File: config.mk
export PLATFORM = sky130hd
export DESIGN_NAME = fetch_queue_flat
export DESIGN_NICKNAME = d
export VERILOG_FILES = /design/src/rtl/fetch_queue_if.sv /design/src/rtl/fetch_queue.sv /design/src/flat_wrapper.sv
export SDC_FILE = /design/constraint.sdc
export NUM_CORES = 1
export LEC_CHECK = 0
export CORE_AREA = 2 2 204 206
export CTS_CLUSTER_DIAMETER = 40
export DETAILED_ROUTE_END_ITERATION = 16
export DIE_AREA = 0 0 206 208
export SYNTH_ARGS = -nofsm -noshare
export SYNTH_HDL_FRONTEND = slang
export SYNTH_SLANG_ARGS = --single-unit
File: constraint.sdc
create_clock -name clock -period 3.5 [get_ports clock]
set_input_delay 0.875 -clock clock [delete_from_list [all_inputs] [get_ports clock]]
set_output_delay 0.875 -clock clock [all_outputs]
set_load 0.02 [all_outputs]
File: src/rtl/fetch_queue_if.sv
// Fetch-queue bus: redirect/halt control, instruction-memory port and decode handshake.
// master is the fetch_queue side, slave is the core/memory side.
interface fetch_queue_if #(
    parameter int unsigned N     = 32,
    parameter int unsigned DEPTH = 4
);
    logic                     redirect;
    logic [N-1:0]             redirect_pc;
    logic                     halt;
    logic [N-1:0]             imem_addr;
    logic [N-1:0]             imem_data;
    logic                     id_ready;
    logic                     id_valid;
    logic [N-1:0]             id_instr;
    logic [N-1:0]             id_pc;
    logic [$clog2(DEPTH):0]   count;

    modport master (
        input  redirect, redirect_pc, halt, imem_data, id_ready,
        output imem_addr, id_valid, id_instr, id_pc, count
    );

    modport slave (
        output redirect, redirect_pc, halt, imem_data, id_ready,
        input  imem_addr, id_valid, id_instr, id_pc, count
    );
endinterface

File: src/rtl/fetch_queue.sv
// Fetch stage: owns the PC, fetches one instruction per cycle into a DEPTH-entry
// {pc, instr} FIFO feeding decode; redirect flushes, halt freezes the PC.
module fetch_queue #(
    parameter int unsigned N        = 32,
    parameter int unsigned DEPTH    = 4,
    parameter int unsigned INC      = 4,
    parameter logic [N-1:0] RESET_PC = '0
) (
    input  logic                clock,
    input  logic                reset,
    fetch_queue_if.master       bus
);
    localparam int unsigned PW = $clog2(DEPTH);
    localparam int unsigned CW = PW + 1;

    logic [N-1:0]  pc_q, pc_d;
    logic [PW-1:0] wr_ptr_q, wr_ptr_d;
    logic [PW-1:0] rd_ptr_q, rd_ptr_d;
    logic [CW-1:0] count_q, count_d;

    logic [N-1:0] instr_mem_q [DEPTH];
    logic [N-1:0] pc_mem_q    [DEPTH];

    logic empty;
    logic full;
    logic pop;
    logic push;

    assign empty = (count_q == '0);
    assign full  = (count_q == CW'(DEPTH));
    assign pop   = !empty && bus.id_ready && !bus.redirect;
    // A pop frees the slot the write pointer is aiming at, so full+pop may still push.
    assign push  = !bus.redirect && !bus.halt && (!full || pop);

    always_comb begin
        pc_d     = pc_q;
        wr_ptr_d = wr_ptr_q;
        rd_ptr_d = rd_ptr_q;
        count_d  = count_q;
        if (bus.redirect) begin
            pc_d     = bus.redirect_pc;
            wr_ptr_d = '0;
            rd_ptr_d = '0;
            count_d  = '0;
        end else begin
            if (push) begin
                pc_d     = pc_q + N'(INC);
                wr_ptr_d = wr_ptr_q + 1'b1;
            end
            if (pop) begin
                rd_ptr_d = rd_ptr_q + 1'b1;
            end
            if (push && !pop) begin
                count_d = count_q + 1'b1;
            end else if (pop && !push) begin
                count_d = count_q - 1'b1;
            end
        end
    end

    always_ff @(posedge clock or negedge reset) begin
        if (!reset) begin
            pc_q     <= RESET_PC;
            wr_ptr_q <= '0;
            rd_ptr_q <= '0;
            count_q  <= '0;
        end else begin
            pc_q     <= pc_d;
            wr_ptr_q <= wr_ptr_d;
            rd_ptr_q <= rd_ptr_d;
            count_q  <= count_d;
        end
    end

    // Storage needs no reset: an entry is only visible once count covers it.
    always_ff @(posedge clock) begin
        if (push) begin
            instr_mem_q[wr_ptr_q] <= bus.imem_data;
            pc_mem_q[wr_ptr_q]    <= pc_q;
        end
    end

    // Outputs depend only on flops, so there is no input-to-id_* path.
    assign bus.imem_addr = pc_q;
    assign bus.count     = count_q;
    assign bus.id_valid  = !empty;
    assign bus.id_instr  = empty ? '0 : instr_mem_q[rd_ptr_q];
    assign bus.id_pc     = empty ? '0 : pc_mem_q[rd_ptr_q];
endmodule

File: src/flat_wrapper.sv
// flat-port wrapper written by rule: the top's interface ports become plain ports
module fetch_queue_flat 
#(
    parameter int unsigned N        = 32,
    parameter int unsigned DEPTH    = 4,
    parameter int unsigned INC      = 4,
    parameter logic [N-1:0] RESET_PC = '0
)
  (clock, reset, bus_redirect, bus_redirect_pc, bus_halt, bus_imem_data, bus_id_ready, bus_imem_addr, bus_id_valid, bus_id_instr, bus_id_pc, bus_count);
  fetch_queue_if #(.N(N), .DEPTH(DEPTH)) bus_i ();
  input  logic clock;
  input  logic reset;
  input wire logic [$bits(bus_i.redirect)-1:0] bus_redirect;
  input wire logic [$bits(bus_i.redirect_pc)-1:0] bus_redirect_pc;
  input wire logic [$bits(bus_i.halt)-1:0] bus_halt;
  input wire logic [$bits(bus_i.imem_data)-1:0] bus_imem_data;
  input wire logic [$bits(bus_i.id_ready)-1:0] bus_id_ready;
  output wire logic [$bits(bus_i.imem_addr)-1:0] bus_imem_addr;
  output wire logic [$bits(bus_i.id_valid)-1:0] bus_id_valid;
  output wire logic [$bits(bus_i.id_instr)-1:0] bus_id_instr;
  output wire logic [$bits(bus_i.id_pc)-1:0] bus_id_pc;
  output wire logic [$bits(bus_i.count)-1:0] bus_count;
  assign bus_i.redirect = bus_redirect;
  assign bus_i.redirect_pc = bus_redirect_pc;
  assign bus_i.halt = bus_halt;
  assign bus_i.imem_data = bus_imem_data;
  assign bus_i.id_ready = bus_id_ready;
  assign bus_imem_addr = bus_i.imem_addr;
  assign bus_id_valid = bus_i.id_valid;
  assign bus_id_instr = bus_i.id_instr;
  assign bus_id_pc = bus_i.id_pc;
  assign bus_count = bus_i.count;
  fetch_queue #(.N(N), .DEPTH(DEPTH), .INC(INC), .RESET_PC(RESET_PC)) u_core (.clock(clock), .reset(reset), .bus(bus_i));
endmodule
### After elaboration in Yosys (flattened, before gate mapping)

Memories as Yosys holds them, arrays and structs flattened.
Index checks and enable logic that the tools add are counted.

* eq/ne operators: 1
* reductions and logical operators: 17
* multiplexer cells: 13
* $add $sub $neg: 5

Operators by type and width (number)
* $mux 32: 4
* $add 32x3->32 const B: 1
* $mux 3: 3
* $mux 2: 4
* $logic_and 1x1->1: 6
* $logic_not 1->1: 6
* $add 2x1->2 const B: 2
* $reduce_bool 2->1: 2
* $add 3x1->3 const B: 1
* $eq 3x3->1 const B: 1
* $logic_not 3->1: 1
* $reduce_bool 3->1: 1
* $sub 3x1->3 const B: 1
* $mux 1: 2
* $logic_or 1x1->1: 1

* word-level logic and storage cells: 42
* register bits: 39
* RAM bits: 256
* memories kept: 2

Memory list
* u_core.instr_mem_q: depth 4, bits a word 32, rd ports 1, clocked after memory_dff 0, wr ports 1, RTL line fetch_queue.sv:21 `logic [N-1:0] instr_mem_q [DEPTH];`
* u_core.pc_mem_q: depth 4, bits a word 32, rd ports 1, clocked after memory_dff 0, wr ports 1, RTL line fetch_queue.sv:22 `logic [N-1:0] pc_mem_q [DEPTH];`

### Longest topological paths before layout

Gate-level depths: netlist of run 1.

* depth after elaboration: 11
* depth in mapped cells: 9

### Worst setup path after synthesis of run 1

Ideal clock, no wire load.

* path type: input port to flip-flop
* start: in bus_id_ready
* end: mem u_core.instr_mem_q[1][0] (enable)
* setup slack: 0.042 ns
* stages on the path: 4
* buffers on the path: 1
* data arrival time: 3.029 ns
* cell sequence: clkbuf_1 -> nor4b_1 -> nor3_1 -> and2_1

* cells in the longest elaborated chain, start to end: 6

RTL lines
* start, declared: RTL line flat_wrapper.sv:17 `input wire logic [$bits(bus_i.id_ready)-1:0] bus_id_ready;`
* $logic_and 1x1->1 (2 in series): RTL line fetch_queue.sv:31 `assign pop = !empty && bus.id_ready && !bus.redirect;`
* $logic_or 1x1->1: RTL line fetch_queue.sv:33 `assign push = !bus.redirect && !bus.halt && (!full || pop);`
* $logic_and 1x1->1: RTL line fetch_queue.sv:33
* $mux 1: RTL line fetch_queue.sv:77 `if (push) begin`
* $mux 1 (not written as such): RTL line fetch_queue.sv:78 `instr_mem_q[wr_ptr_q] <= bus.imem_data;`
* end, declared: RTL line fetch_queue.sv:21

Every way passes these cells.

### Final worst setup path of run 1

* start: reg u_core.count_q[1] (netlist: u_core.bus.count[1])
* end: out bus_id_instr[5]

* cells in the longest elaborated chain, start to end: 2

RTL lines
* start, declared: RTL line fetch_queue.sv:19 `logic [CW-1:0] count_q, count_d;`
* start signal, assigned: RTL line fetch_queue.sv:71 `count_q <= count_d;`
* $logic_not 3->1: RTL line fetch_queue.sv:29 `assign empty = (count_q == '0);`
* $mux 32: RTL line fetch_queue.sv:87 `assign bus.id_instr = empty ? '0 : instr_mem_q[rd_ptr_q];`
* end, declared: RTL line flat_wrapper.sv:20 `output wire logic [$bits(bus_i.id_instr)-1:0] bus_id_instr;`

Every way passes these cells.

==> results of run 1 <==
-- logic make-up after synthesis --
kind of cell	synth area share [%]
AOI/OAI and AO/OA	3.38
xor gates and xnor gates	0.875
adders and majority gates	0.688
buffers and inverters	1.69
DFF	72.1
muxes	12.3
and+or+nand+nor	8.98
-- state kept, by name, summed over array words and instances, names as in the netlist --
register / cells
u_core.instr_mem_q: 128
u_core.bus.imem_addr: 32
u_core.wr_ptr_q: 2
u_core.pc_mem_q: 128
u_core.rd_ptr_q: 2
u_core.bus.count: 3
-- synth_stat cells (all sizes together) (13+ instances only) --
library cell / count / area (µm²)
o31ai: 13 / 97.6
clkbuf: 23 / 86.3
buf: 15 / 82.6
a31oi: 15 / 93.8
nand2: 24 / 90.1
nor2: 23 / 86.3
o21ai: 14 / 70.1
edfxtp: 256 / 7690
dfrtp: 39 / 976
and2: 72 / 453
mux4: 64 / 1440
nand3: 17 / 85.1
or4: 16 / 120
-- worst max-delay path by stage --
stage	startpoint	end	slack, ps	cells after the start
2_1_floorplan	bus_id_ready	u_core.instr_mem_q[1][0]	40	4
3_3_place_gp	u_core.rd_ptr_q[0]	bus_id_pc[20]	450	4
3_5_place_dp	bus_halt	u_core.bus.imem_addr[28]	420	5
4_1_cts	u_core.rd_ptr_q[0]	bus_id_pc[18]	0.9	4
5_1_grt	u_core.rd_ptr_q[0]	bus_id_instr[14]	-0.9	4
6_report	u_core.bus.count[1]	bus_id_instr[5]	70	4
-- through the flow --
step / total power, mW / instance area (µm²) / cells / hold slack [ps]
5_1_grt: 12.7 / 16200 / 1443 / 474
6_report: 12.1 / 16200 / 1443 / 440
4_1_cts: 12.4 / 16100 / 1441 / 440
2_1_floorplan: 6.20 / 12000 / 674 / 562
3_3_place_gp: 7.88 / 14500 / 1358 / 522
3_5_place_dp: 7.89 / 14500 / 1358 / 542
-- critical path: stages (launching register included) --
cell and delay [ps]:
dfrtp_1 480, or3_2 520, buf_12 220, and2_1 210, clkdlybuf4s50_1 530
-- per-layer routing --
metal | part of all wire (%) | routed length (µm) | GRT usage [%] | up-vias
met3 | 5.3 | 1560 | 2.91 | 50
met5 | 0 | 0 | 0 | -
met4 | 2.1 | 617 | 4.24 | 0
li1 | - | - | - | 3112
met1 | 45 | 13400 | 19.1 | 3538
met2 | 47 | 14000 | 22.1 | 209
-- report_power, final --
group	switching, mW	internal (mW)	leakage, nW	total (mW)
Combinational	1.77	1.67	2.45	3.44
Sequential	0.183	4.06	2.78	4.25
Clock	1.65	2.81	0.737	4.46
Total	3.60	8.55	5.97	12.1
-- cells in the final DEF, fill, tap and decap left out, types with 7 or more instances in the layout --
cell,netlist,layout
and2_1,71,67
nand4_1,10,10
clkdlybuf4s50_1,0,115
dfrtp_1,39,36
buf_12,0,14
o31ai_1,13,13
xor2_1,7,7
a31oi_1,15,15
inv_1,9,9
nand2_1,24,24
nand3_1,17,17
mux4_2,64,64
edfxtp_1,256,256
buf_4,0,13
or4_1,16,16
dlymetal6s2s_1,0,45
o21ai_0,14,14
nor2_1,23,23
clkbuf_16,0,46
-- layout make-up --
| class | count | area [µm²] |
|---|---|---|
| fillers | 3718 | 24300 |
| multi-input cells | 332 | 3160 |
| inverters | 9 | 33.8 |
| clock buffers | 52 | 1170 |
| flip-flops and latches | 295 | 8670 |
| well taps | 532 | 666 |
| repair buffers | 194 | 2160 |
| clock inverters | 29 | 348 |
-- repair_timing --
action,in CTS,in global routing
gates resized for setup,4,47
buffers inserted,2,2
pin swaps,0,0
setup endpoints to repair,58,48
hold buffers,0,0
==> flow_metrics.env, run 1 <==
export IMPL_overflow=0
export IMPL_hold_viol=0
export IMPL_die_h_um=208
export IMPL_die_area_mm2=0.0428
export IMPL_crit_fanout=67
export IMPL_timing_worst_setup_path_type="reg2out"
export IMPL_grtUsageTotal_pct=13.9
export IMPL_outcome="finished, final reports clean"
export IMPL_rrSetupSlack_ps=860
export IMPL_tns_ps=0
export IMPL_ioPinCount=169
export IMPL_vias_per_cell=4.79
export IMPL_fp_row_count=74
export IMPL_p_per_area_mw_per_mm2=749
export IMPL_clk_latency_ps=540
export IMPL_drive_above_1_share_pct=19.9
export IMPL_vdd_ir_drop_max_v=0.000451
export IMPL_port_buffers=168
export IMPL_ys_types=45
export IMPL_ys_async_sr_fraction_pct=13.2
export IMPL_tightest_slew_ps=948
export IMPL_root_buffer="clkbuf_16"
export IMPL_grt_max_degree=68
export IMPL_syn_nets=749
export IMPL_pre_cts_ws_ps=415
export IMPL_fin_util_pct=40.0
export IMPL_hold_class="in2async"
export IMPL_synth_edf_count=256
export IMPL_drv_cap=0
export IMPL_antenna_found_initial=0
export IMPL_clockBufferDepth=3
export IMPL_layout_nets=951
export IMPL_critical_path_required_ps=2620
export IMPL_initial_utilization_pct=29.6
export IMPL_clk_pin_slew_worst_paths_ps=50
export IMPL_worst_r2r_cell_count=8
export IMPL_tritoncts="done"
export IMPL_netlist_area_mm2=0.0120
export IMPL_layout_setup_ws_ps=67.0
export IMPL_post_route_period_util_pct=98.1
export IMPL_clock_sinks=295
export IMPL_p_leak_nw=5.97
export IMPL_final_min_clock_period_ps=3430
export IMPL_cts_htree_levels=2
export IMPL_routed_wl_um=29500
export IMPL_area_growth_pct=35.0
export IMPL_synth_seq_cells=295
export IMPL_drtIter0Drc=347
export IMPL_grt_first_pass_wirelength_um=45000
export IMPL_syn_inst=674
export IMPL_drtPass1Iterations=6
export IMPL_slew_viol_final=0
export IMPL_skew_ps=28.3
export IMPL_worstPathArrival_ps=2560
export IMPL_regToRegStartpoint="u_core.bus.count[1]"
export IMPL_die_width_um=206
export IMPL_gp_congestion=0.741
export IMPL_setup_viol=0
export IMPL_ys_flop_type="edfxtp_1"
export IMPL_synth_seq_area_share_pct=72.1
export IMPL_start_kind="register"
export IMPL_postRouteAntennaNets=0
export IMPL_wl_per_cell_um=20.4
export IMPL_syn_area_per_cell_um2=17.8
export IMPL_synth_warnings=0
export IMPL_critPathCaptureType="primary output"
export IMPL_fmax_ghz=0.291
export IMPL_drc_errors=0
export IMPL_dp_hpwl_um=18400
export IMPL_cts_buffers=44
export IMPL_r2r_end="u_core.bus.count[1]"
export IMPL_grt_pass1_vias=7303
export IMPL_core_area_mm2=0.0406
export IMPL_slew_headroom_pct=36.7
export IMPL_vias=6909
export IMPL_antenna_cells=0
(Power assumes the default switching activity.)
==> run 2, diff against run 1 <==
==> constraint.sdc (replaced) <==
create_clock -name clock -period 3.96 [get_ports clock]
set_input_delay 0.99 -clock clock [delete_from_list [all_inputs] [get_ports clock]]
set_output_delay 0.99 -clock clock [all_outputs]
set_load 0.02 [all_outputs]
==> run 2 against run 1 <==
Compared with the run above:
- clock skew is 6.1 ps lower
- routed wire length down 1.8%
- combinational power down 13%
- die area is the same
- clock power shrank 16%
- critical path depth unchanged
==> flow_metrics.env, run 2 (synthesis gave the netlist of run 1 again) <==
export IMPL_initial_utilization_pct=29.6
export IMPL_critical_path_required_ps=2970
export IMPL_nFillCells=3728
export IMPL_p_leak_nw=5.20
export IMPL_p_seq_share_pct=35.9
export IMPL_clockBufferDepth=3
export IMPL_met3RoutedLength_um=1540
export IMPL_p_int_mw=7.47
export IMPL_grt_max_degree=48
export IMPL_layout_nets=943
export IMPL_area_growth_pct=32.3
export IMPL_clk_pin_slew_worst_paths_ps=60
export IMPL_cts_setup_buffers=0
export IMPL_final_common_cell="edfxtp_1"
export IMPL_final_cell_mix="edfxtp_1 (256), clkdlybuf4s50_1 (166), and2_1 (67)"
export IMPL_vias=6862
export IMPL_antenna_found_initial=0
export IMPL_hold_viol=0
export IMPL_outcome="finished, final reports clean"
export IMPL_drv_cap=0
export IMPL_clk_latency_ps=530
export IMPL_fmax_ghz=0.270
export IMPL_postRouteAntennaNets=0
export IMPL_overflow=0
export IMPL_setup_viol=0
export IMPL_clock_sinks=295
export IMPL_postCtsResizedCells=0
export IMPL_cts_hold_buf=0
export IMPL_final_min_clock_period_ps=3700
export IMPL_root_buffer="clkbuf_16"
export IMPL_tightest_slew_ps=959
export IMPL_grt_pass1_vias=7056
export IMPL_skew_ps=22.3
export IMPL_dp_hpwl_um=18400
export IMPL_grtUsageTotal_pct=13.6
export IMPL_tritoncts="done"
export IMPL_fin_util_pct=39.2
export IMPL_swShare_pct=29.1
export IMPL_drc_errors=0
export IMPL_start_kind="register"
export IMPL_worstPathArrival_ps=2710
export IMPL_core_area_mm2=0.0406
export IMPL_worst_r2r_cell_count=8
export IMPL_slew_headroom_pct=36.0
export IMPL_critPathCaptureType="primary output"
export IMPL_slew_viol_final=0
export IMPL_wl_per_cell_um=20.2
export IMPL_fp_row_count=74
export IMPL_die_area_mm2=0.0428
export IMPL_r2r_end="u_core.bus.count[1]"
export IMPL_post_route_period_util_pct=93.4
export IMPL_rsz0062_at_grt="false"
export IMPL_vias_per_cell=4.79
export IMPL_switching_power_mw=3.07
export IMPL_timing_worst_setup_path_type="reg2out"
export IMPL_drtPass1Iterations=5
export IMPL_regToRegStartpoint="u_core.bus.count[0]"
export IMPL_port_buffers=168
export IMPL_cts_htree_levels=2
export IMPL_hold_class="in2async"
export IMPL_drtIter0Drc=434
export IMPL_routed_wl_um=29000
export IMPL_cts_buffers=41
export IMPL_ioPinCount=169
export IMPL_rrSetupSlack_ps=1380
export IMPL_die_h_um=208
export IMPL_gp_congestion=0.781
export IMPL_die_width_um=206
export IMPL_vdd_ir_drop_max_v=0.000288
export IMPL_grt_first_pass_wirelength_um=43900
export IMPL_pwr_share_clk_pct=35.7
export IMPL_p_per_area_mw_per_mm2=664
export IMPL_dr_wl_met2_um=13600
export IMPL_drive_above_1_share_pct=18.7
export IMPL_pwr_share_comb_pct=28.4
export IMPL_tns_ps=0
export IMPL_p_total_mw=10.5
export IMPL_crit_fanout=12
export IMPL_wl_met1_um=13300
export IMPL_highest_layer="met4"
[run 2: changes by cell type in the layout (fill, tap and decap cells not counted), sizes merged, moves of 4 or more]
| cell | change |
|---|---|
| clkdlybuf4s50 | +51 |
| dlymetal6s2s | -45 |
| buf | -7 |
| clkbuf | -6 |
| dlygate4sd2 | -4 |
[run 2: worst max path at each step]
stage	start	to	slack [ps]	depth (start not counted)
6_report	u_core.rd_ptr_q[0]	bus_id_pc[31]	260	4
5_1_grt	u_core.rd_ptr_q[0]	bus_id_pc[25]	110	4
4_1_cts	u_core.rd_ptr_q[0]	bus_id_pc[31]	180	4
3_5_place_dp	bus_id_ready	u_core.bus.imem_addr[29]	620	6
3_3_place_gp	bus_id_ready	u_core.bus.imem_addr[19]	650	6
2_1_floorplan	bus_id_ready	u_core.instr_mem_q[1][0]	390	4
[run 2: metal layers]
metal	vias up	global-route usage [%]
li1	3085	-
met1	3541	18.7
met2	195	21.7
met3	41	2.98
met4	0	3.69
met5	-	0
[run 2: power groups by stage]
| stage | logic [mW] | registers [mW] | clock network [mW] |
|---|---|---|---|
| 2_1_floorplan | 1.68 | 3.80 | 0 |
| 3_3_place_gp | 3.08 | 3.84 | 0 |
| 3_5_place_dp | 3.07 | 3.85 | 0 |
| 4_1_cts | 3.08 | 3.79 | 3.85 |
| 5_1_grt | 3.22 | 3.82 | 3.98 |
| 6_report | 3.00 | 3.79 | 3.76 |
[run 2: worst max-delay path: stages (launching register included)]
cell	delay, ps
dfrtp_4	610
buf_4	310
mux4_2	520
and2_1	200
clkdlybuf4s50_1	540
[run 2: area by class of cell]
type,count,area [µm²],share of cell area [%]
clock buffer,46,1090,6.83
antenna,2,5.00,0.0315
inverter,9,33.8,0.213
tap,532,666,4.19
sequential,295,8670,54.6
clock inverter,28,332,2.09
multi-input combinational,332,3160,19.9
timing repair buffer,189,1940,12.2
[run 2: through the flow]
step                      cells  cell area [µm²]  setup slack, ps  hold slack [ps]
final                      1433            15900              261              491
after global routing       1431            15900              110              533
after CTS                  1431            15900              185              494
after detailed placement   1357            14500              618              555
after global placement     1357            14500              654              547
after floorplan             674            12000              387              562
==> edit: new RTL, config.mk and constraints of run 1 <==
Make the reset (`reset`) synchronous in one clocked block.
--- a/src/rtl/fetch_queue.sv
+++ b/src/rtl/fetch_queue.sv
@@ -58,7 +58,7 @@
         end
     end
 
-    always_ff @(posedge clock or negedge reset) begin
+    always_ff @(posedge clock) begin
         if (!reset) begin
             pc_q     <= RESET_PC;
             wr_ptr_q <= '0;
Check against the original RTL: differs if reset is asserted again (counterexample within 4 cycles, from zero or initial values and one cycle with reset low); with reset held inactive, the same outputs for 4 cycles.
==> edit against run 1 <==
- sequential share of layout area hardly changed
- setup slack gained 0.061 ns
- area after synthesis down 0.65%
- sequential cell count up 2
- routed wire length fell by 2.9%
- first-iteration DRC count up 26%
- design area fell by 1.7%
- critical path type unchanged
Power is not compared: it rests on default switching activity, and its combinational part moved more than twofold at a synthesized area within 25%.
==> edit: results (changes against run 1) <==
Run status
  – Result of the run: completed

Synthesis
  – Synthesized netlist net count: 769 (+2.7%)
  – Mux share of post-synthesis cell area: 12.4% (+0.15 points)
  – Post-synthesis cell count: 693 (+2.8%)
  – Post-synthesis share of cell area spent on full adders, half adders and majority gates: 0.797% (+0.11 points)
  – Synthesized-area fraction occupied by xor and xnor cells: 1.17% (+0.30 points)
  – Most instantiated cells after synthesis: sky130_fd_sc_hd__edfxtp_1, sky130_fd_sc_hd__and2_1, sky130_fd_sc_hd__mux4_2, sky130_fd_sc_hd__dfxtp_1, sky130_fd_sc_hd__nand2_1
  – Leading post-synthesis cells by cell area: sky130_fd_sc_hd__edfxtp_1, sky130_fd_sc_hd__mux4_2, sky130_fd_sc_hd__dfxtp_1
  – Post-synthesis compound-gate area fraction: 3.84% (+0.46 points)

Clocking
  – Num CTS Buffers: 41 (-6.8%)
  – Number of resized instances in the post-cts repair step: 0 (-4)

Finish
  – Share of post-route cells with drive strength above 1: 19.5% (-0.34 points)
  – Count of filler cells inserted in the layout: 3780 (+1.7%)
  – Nets: 976 (+2.6%)

Critical path
  – Peak fanout along the critical path: 17 (-75%)
  – Largest stage delay on the critical path: 0.56 ns (+0.03 ns)
  – Slowest cell on the critical path: sky130_fd_sc_hd__mux4_2
  – Setup slack of the worst register-to-register path: 0.80 ns (-0.06 ns)
  – Startpoint of the lowest-slack register-to-register path: u_core.bus.count[1]
  – Endpoint of the lowest-slack register-to-register path: u_core.bus.count[2]

Route
  – Pre-antenna DRT Iters: 4 (-2)
  – Via density per instance: 4.74 (-1.1%)
  – Final routed wirelength across all metal layers: 28700 um (-2.9%)
  – Starting DRC count in detailed routing: 437 (+26%)

Global route
  – Largest net degree at the start of global routing: 45 (-34%)
  – Vias in the first global route: 7173 (-1.8%)

Min path
  – Kind of path behind the tightest hold check: flip-flop to flip-flop

STA
  – Fin Clk Skew: 0.00997 ns (-0.0184 ns)

Placed design
  – Number of placed cells counting well taps: 1383 (+1.8%)
==> edit: cell types whose count changed in the layout (fill, tap and decap cells not counted), sizes merged, moves of 8 or more <==
cell / change
clkbuf: -8
a31oi: -8
dfxtp: +41
o31ai: -12
dlymetal6s2s: -45
a21oi: +11
nand2: +9
clkdlybuf4s50: +52
dfrtp: -39
or4: -14
==> edit: stage by stage <==
stage / hold slack, ns / area (um2) / util (%)
2_1_floorplan: 0.469 / 11900 / -
3_3_place_gp: 0.484 / 14500 / 35.7
3_5_place_dp: 0.496 / 14500 / 35.7
4_1_cts: 0.530 / 15900 / 39.2
5_1_grt: 0.541 / 15900 / 39.3
6_report: 0.520 / 15900 / 39.3
==> edit: cell type report <==
type	instances	area, um2	share of cell area, %
Inverter	11	41.3	0.259
Multi-Input combinational cell	347	3220	20.2
Tap cell	532	666	4.18
Clock inverter	31	354	2.22
Timing Repair Buffer	202	2080	13.0
Sequential cell	297	8520	53.4
Clock buffer	44	1060	6.64
==> edit: per-layer routing <==
metal,wire (um),GRT usage (%),vias up
met5,0,0,-
met2,13600,21.8,221
met4,575,3.77,0
met1,12700,18.0,3496
li1,-,-,3170
met3,1790,3.02,46
==> edit: kinds of logic (layout without fill, tap and decap cells) <==
| kind of cell | Yosys count | count (layout) |
|---|---|---|
| DFF | 297 | 297 |
| AOI/OAI and AO/OA | 69 | 69 |
| buffers and inverters | 49 | 288 |
| xor gates and xnor gates | 16 | 16 |
| and+or+nand+nor | 187 | 187 |
| muxes | 68 | 68 |
| adders and majority gates | 7 | 7 |
==> edit: worst max-delay path by stage <==
stage | end | cells past startpoint | startpoint | slack [ns]
floorplan | u_core.instr_mem_q[0][0] | 7 | bus_redirect | 0.36
global placement | u_core.bus.count[2] | 10 | bus_id_ready | 0.34
detailed placement | u_core.bus.count[2] | 10 | bus_id_ready | 0.30
CTS | bus_id_pc[25] | 4 | flip-flop | 0.03
global route | bus_id_pc[25] | 4 | flip-flop | 0.01
finish | bus_id_pc[25] | 4 | flip-flop | 0.13
==> edit: tightest hold or removal path: cells and delay by family (launching register included) <==
kind,cells,cell delay [ns]
DFF,1,0.34
and+or+nand+nor,1,0.07
AOI/OAI and AO/OA,1,0.06
==> edit: power groups by stage <==
stage	sequential (mW)	combinational [mW]	clock, mW
after floorplan	4.08	0.294	0
after global placement	4.07	0.673	0
after detailed placement	4.08	0.676	0
after CTS	4.01	0.680	4.31
after global routing	4.01	0.720	4.48
final	4.00	0.668	4.20
==> edit: what timing repair did <==
action,4_1_cts,5_1_grt
setup buffers,2,4
endpoints found under the setup margin,46,5
hold buffers,0,0
